File: config.mk
export PLATFORM = sky130hd
export DESIGN_NAME = id_ex_pipe_reg
export DESIGN_NICKNAME = d
export VERILOG_FILES = /design/src/rtl/id_ex_pipe_reg.sv
export SDC_FILE = /design/constraint.sdc
export NUM_CORES = 1
export LEC_CHECK = 0
export ABC_CLOCK_PERIOD_IN_PS = 3100
export BUFFER_PORTS_ARGS = -buffer_cell sky130_fd_sc_hd__buf_2
export CAP_MARGIN = 20
export CORE_AREA = 2 2 127 129
export CTS_CLUSTER_SIZE = 8
export DETAILED_ROUTE_END_ITERATION = 10
export DIE_AREA = 0 0 129 131
export HOLD_SLACK_MARGIN = 0.08
export PLACE_DENSITY = 0.69
export SKIP_LAST_GASP = 1
export SLEW_MARGIN = 10
export SYNTH_ARGS = -nofsm -noshare
export SYNTH_HDL_FRONTEND = slang
export SYNTH_SLANG_ARGS = --single-unit
export TNS_END_PERCENT = 100
File: constraint.sdc
create_clock -name clk -period 3.1 [get_ports clk]
set_clock_uncertainty 0.15 [all_clocks]
set_input_delay 0.155 -clock clk [delete_from_list [all_inputs] [get_ports clk]]
set_output_delay 0.155 -clock clk [all_outputs]
set_load 0.005 [all_outputs]
File: src/rtl/id_ex_pipe_reg.sv
// ID/EX pipeline register: captures decoded ID fields and presents them to EX one cycle later.
// Supports stall (freeze), squash (flush) and bubble insertion via valid_in.
module id_ex_pipe_reg #(
  parameter int unsigned DATA_W     = 32,
  parameter int unsigned REG_ADDR_W = 4,
  parameter int unsigned EXE_CMD_W  = 4
) (
  input  logic                  clk,
  input  logic                  rst,
  input  logic                  flush,
  input  logic                  freeze,
  input  logic                  valid_in,
  input  logic [DATA_W-1:0]     pc_in,
  input  logic                  wb_en_in,
  input  logic                  mem_r_en_in,
  input  logic                  mem_w_en_in,
  input  logic                  b_in,
  input  logic                  s_in,
  input  logic [EXE_CMD_W-1:0]  exe_cmd_in,
  input  logic [DATA_W-1:0]     val_rn_in,
  input  logic [DATA_W-1:0]     val_rm_in,
  input  logic                  imm_in,
  input  logic [11:0]           shift_operand_in,
  input  logic [23:0]           signed_imm_24_in,
  input  logic [REG_ADDR_W-1:0] dest_in,
  input  logic [REG_ADDR_W-1:0] src1_in,
  input  logic [REG_ADDR_W-1:0] src2_in,
  input  logic [3:0]            status_in,
  output logic [DATA_W-1:0]     pc_out,
  output logic                  wb_en_out,
  output logic                  mem_r_en_out,
  output logic                  mem_w_en_out,
  output logic                  b_out,
  output logic                  s_out,
  output logic [EXE_CMD_W-1:0]  exe_cmd_out,
  output logic [DATA_W-1:0]     val_rn_out,
  output logic [DATA_W-1:0]     val_rm_out,
  output logic                  imm_out,
  output logic [11:0]           shift_operand_out,
  output logic [23:0]           signed_imm_24_out,
  output logic [REG_ADDR_W-1:0] dest_out,
  output logic [REG_ADDR_W-1:0] src1_out,
  output logic [REG_ADDR_W-1:0] src2_out,
  output logic [3:0]            status_out,
  output logic                  mem_type_out,
  output logic                  valid_out
);

  typedef struct packed {
    logic [DATA_W-1:0]     pc;
    logic                  wb_en;
    logic                  mem_r_en;
    logic                  mem_w_en;
    logic                  b;
    logic                  s;
    logic [EXE_CMD_W-1:0]  exe_cmd;
    logic [DATA_W-1:0]     val_rn;
    logic [DATA_W-1:0]     val_rm;
    logic                  imm;
    logic [11:0]           shift_operand;
    logic [23:0]           signed_imm_24;
    logic [REG_ADDR_W-1:0] dest;
    logic [REG_ADDR_W-1:0] src1;
    logic [REG_ADDR_W-1:0] src2;
    logic [3:0]            status;
    logic                  mem_type;
    logic                  valid;
  } entry_t;

  entry_t r_entry;
  entry_t w_load;

  // Build the entry to load; a bubble keeps data fields but clears every side-effect control.
  always_comb begin
    w_load               = '0;
    w_load.pc            = pc_in;
    w_load.exe_cmd       = exe_cmd_in;
    w_load.val_rn        = val_rn_in;
    w_load.val_rm        = val_rm_in;
    w_load.imm           = imm_in;
    w_load.shift_operand = shift_operand_in;
    w_load.signed_imm_24 = signed_imm_24_in;
    w_load.dest          = dest_in;
    w_load.src1          = src1_in;
    w_load.src2          = src2_in;
    w_load.status        = status_in;
    if (valid_in) begin
      w_load.wb_en    = wb_en_in;
      w_load.mem_r_en = mem_r_en_in;
      w_load.mem_w_en = mem_w_en_in;
      w_load.b        = b_in;
      w_load.s        = s_in;
      // Illegal load+store from ID still marks a memory access for the shifter.
      w_load.mem_type = mem_r_en_in | mem_w_en_in;
      w_load.valid    = 1'b1;
    end
  end

  // Entry register: reset beats flush beats freeze beats load.
  always_ff @(posedge clk) begin
    if (rst) begin
      r_entry <= '0;
    end else if (flush) begin
      r_entry <= '0;
    end else if (!freeze) begin
      r_entry <= w_load;
    end
  end

  assign pc_out            = r_entry.pc;
  assign wb_en_out         = r_entry.wb_en;
  assign mem_r_en_out      = r_entry.mem_r_en;
  assign mem_w_en_out      = r_entry.mem_w_en;
  assign b_out             = r_entry.b;
  assign s_out             = r_entry.s;
  assign exe_cmd_out       = r_entry.exe_cmd;
  assign val_rn_out        = r_entry.val_rn;
  assign val_rm_out        = r_entry.val_rm;
  assign imm_out           = r_entry.imm;
  assign shift_operand_out = r_entry.shift_operand;
  assign signed_imm_24_out = r_entry.signed_imm_24;
  assign dest_out          = r_entry.dest;
  assign src1_out          = r_entry.src1;
  assign src2_out          = r_entry.src2;
  assign status_out        = r_entry.status;
  assign mem_type_out      = r_entry.mem_type;
  assign valid_out         = r_entry.valid;

endmodule

# Word-level counts from Yosys, hierarchy flattened
# Index checks and enable logic that the tools add are counted.
# W data, S select, Z words.
# totals
ff_bits,160
input_bits,163
output_inout_bits,160
# classes
mux,2
bitwise_logic,1
n_reduce_logical,1
# op_table
cell,count
$mux W5,1
$mux W2,1
$reduce_or A2 Y1,1
$or A1 B1 Y1,1

# Longest topological paths before layout
# logic_depth
depth_word,2
ltp_mapped,5
mapped_depth_nobuf,3

# Worst setup path after synthesis
# Ideal clock, no wire load.
# synth_path
path_kind,input port to flip-flop
startpoint,input freeze
endpoint,"register r_entry, in the netlist shift_operand_out[0]"
setup_time_ns,0.128
arrival_ns,0.831
slack_ns,1.991
path_stages,5
cell_sequence,buf_2 > buf_6 > buf_6 > mux2i_1 > nor2_1
# synth_lines
element,line_no,text
"start, declared",11,"input logic freeze,"
"end signal, assigned",106,r_entry <= w_load;
"end, declared",70,entry_t r_entry;

==> impl_metrics.py <==
metrics = {
    "outcome": {
        "status": "finished, final reports clean",
    },
    "power_and_ir_drop": {
        "seq_power_share_pct": 44.8,
        "p_sw_share_pct": 23.2,
        "clockPowerShare_pct": 42.7,
        "power_density_nw_per_um2": 504,
        "p_leak_nw": 4.90,
        "pwr-share-comb_pct": 12.4,
        "peakVddDrop_uv": 385,
        "p_switching_w": 0.00112,
        "p_int_w": 0.00370,
    },
    "grt": {
        "grt_usage_pct": 19.9,
        "grt_overflow": 0,
        "grt_pass1_wl_um": 26500,
        "antenna_found_initial": 0,
        "grt_start_max_net_pins": 67,
        "grt_pass1_vias": 5399,
    },
    "sta": {
        "period_minus_slack_ns": 1.33,
        "clock.fmax_mhz": 750,
        "setup_tns_ns": 0,
        "setup_viol": 0,
        "rsz0062_at_grt": "no",
        "finalCritPeriodShare_pct": 43.0,
        "final_hold_viol_count": 0,
        "slew_headroom_pct": 49.5,
        "slew_viol_final": 0,
        "worst_slew_pin_slew_ns": 0.757,
    },
    "routing": {
        "drt_iter0_drc": 154,
        "drc": 0,
        "num_vias": 5432,
        "viasPerCell": 4.46,
        "routedWlPerCell_um": 14.6,
        "first_pass_iters": 4,
        "routed_wl_um": 17800,
        "ant_nets": 0,
    },
    "synthesis": {
        "async_flop_share_pct": 0,
        "synth_area_um2": 5710,
        "yosys.area.top_type": "dfxtp_1",
        "yosys-top-cells-area": "dfxtp_1 56%, mux2i_1 27%, nor2_1 10%, buf_6 4.3%, buf_2 0.70%",
        "synthesis.nets": 682,
        "synthCells": 519,
        "synth_cell_type_count": 12,
        "yosysMostFrequentCell": "dfxtp_1",
        "yosys_warnings": 0,
        "synth_top_area_share_pct": 56.1,
        "ys_top_cells_by_count": "160 x dfxtp_1, 159 x nor2_1, 153 x mux2i_1",
        "synthFlopType": "dfxtp_1",
        "synth_seq_cells": 160,
        "synth-edff-count": 0,
        "ys_seq_area_share_pct": 56.1,
        "syn_area_per_cell_um2": 11.0,
    },
    "clocking": {
        "cts_hold_buf": 158,
        "clk_pin_slew_ns": 0.06,
        "cts_max_level": 4,
        "clockRootBuffer": "clkbuf_16",
        "cts_tree": "yes",
        "clk_latency_ns": 0.40,
        "post_cts_buffers": 0,
        "cts_made_buffers": 17,
        "cts_resized": 0,
        "max-clock-path-buffers": 2,
        "cts_sinks": 160,
    },
    "layout": {
        "layout-drive-gt1-share_pct": 35.8,
        "stdcell_area_um2": 9550,
        "postLayoutCoreUtil_pct": 61.2,
        "antenna_cells": 0,
        "area_delta_synth_final_pct": 67.1,
        "nets": 1152,
    },
    "critical_path": {
        "critical_path.slowest_cell": "clkbuf_8",
        "cp-start-kind": "input port",
        "end_kind": "register",
        "crit_chain": "clkbuf_8, buf_12, mux2i_1, nor2_1",
        "crit_required_ns": 3.24,
        "worstSetupPathType": "input port to register",
        "cp.arrival_ns": 1.47,
        "r2r_cells": 2,
        "crit_fanout": 66,
        "cpPeakStageDelay_ns": 0.53,
    },
    "place": {
        "place_hpwl_um": 10700,
        "postPlaceCellArea_um2": 7380,
        "place_congestion": 0.759,
        "numPortBuffers": 322,
    },
    "die": {
        "die_w_um": 129,
        "io_pins": 323,
        "dieArea_um2": 16900,
        "dieHeight_um": 131,
        "num_rows": 46,
        "core_area_um2": 15600,
        "start_util_pct": 36.6,
    },
    "hold_path": {
        "whs_path_depth": 4,
        "hold_path_class": "input port to register",
    },
    "flow_run": {
        "drv_cap": 0,
    },
}
critical path: cells and delay by family:
family,cells,cell delay (ns)
buffers and inverters,2,0.89
muxes,1,0.29
and+or+nand+nor,1,0.06
cell families after synthesis:
group / count (synthesis) / synth area share, %
buffers and inverters: 36 / 5.43
AND/OR/NAND/NOR: 162 / 10.8
multiplexers: 153 / 26.8
AO/OA/AOI/OAI: 8 / 0.920
flip-flops: 160 / 56.1
area by class of cell:
class | instances | area, um^2
clock buffers | 21 | 450
clock inverters | 11 | 129
fillers | 1229 | 6050
multi-input cells | 323 | 2200
flip-flops and latches | 160 | 3200
well taps | 216 | 270
repair buffers | 487 | 3290
power by group through the flow:
stage               clock network, W  registers [W]  logic (W)
floorplan                          0        0.00221   0.000238
global placement                   0        0.00220   0.000426
detailed placement                 0        0.00220   0.000432
CTS                          0.00210        0.00216   0.000589
global route                 0.00219        0.00216   0.000651
finish                       0.00206        0.00216   0.000599
path summary, 6_finish.rpt:
| kind | start | to | slack (ns) |
|---|---|---|---|
| setup reg to reg | pc_out[19] | pc_out[19] | 2.23 |
| hold / removal | valid_in | valid_out | 0.11 |
| setup / recovery | freeze | pc_out[2] | 1.77 |
| hold reg to reg | mem_type_out | mem_type_out | 0.33 |
per-layer routing:
metal | vias to the layer above | track usage (%) | routed length, um
li1 | 2663 | - | -
met1 | 2491 | 21.6 | 7080
met2 | 239 | 35.3 | 8730
met3 | 39 | 7.00 | 1430
met4 | 0 | 8.38 | 537
met5 | - | 0 | 0
flip-flops by register name, indices dropped and copies added (netlist names), 4 cells and up:
| name | cells |
|---|---|
| exe_cmd_out | 4 |
| shift_operand_out | 12 |
| val_rn_out | 32 |
| val_rm_out | 32 |
| src2_out | 4 |
| pc_out | 32 |
| status_out | 4 |
| dest_out | 4 |
| signed_imm_24_out | 24 |
| src1_out | 4 |
metrics by stage:
step	hold slack [ns]	setup WS (ns)	cells	total power, W
4_1_cts	0.0916	1.81	1218	0.00484
6_report	0.114	1.77	1218	0.00481
5_1_grt	0.136	1.70	1218	0.00501
3_3_place_gp	0.231	1.40	1028	0.00262
3_5_place_dp	0.242	1.37	1028	0.00263
2_1_floorplan	0.149	1.99	519	0.00244
layout by cell type (no fill, tap or decap):
cell type	instances
clkinv_2	1
a21oi_1	2
buf_2	321
and2b_1	1
inv_6	3
o21ai_0	1
nor2_1	159
clkbuf_8	2
clkbuf_16	17
dfxtp_1	160
a22oi_1	5
nand2_1	1
buf_4	4
or2_4	1
buf_12	3
bufinv_16	2
clkbuf_1	3
mux2i_1	153
clkinvlp_4	5
dlygate4sd3_1	158
Note: power is estimated with default switching activity, not from simulation.
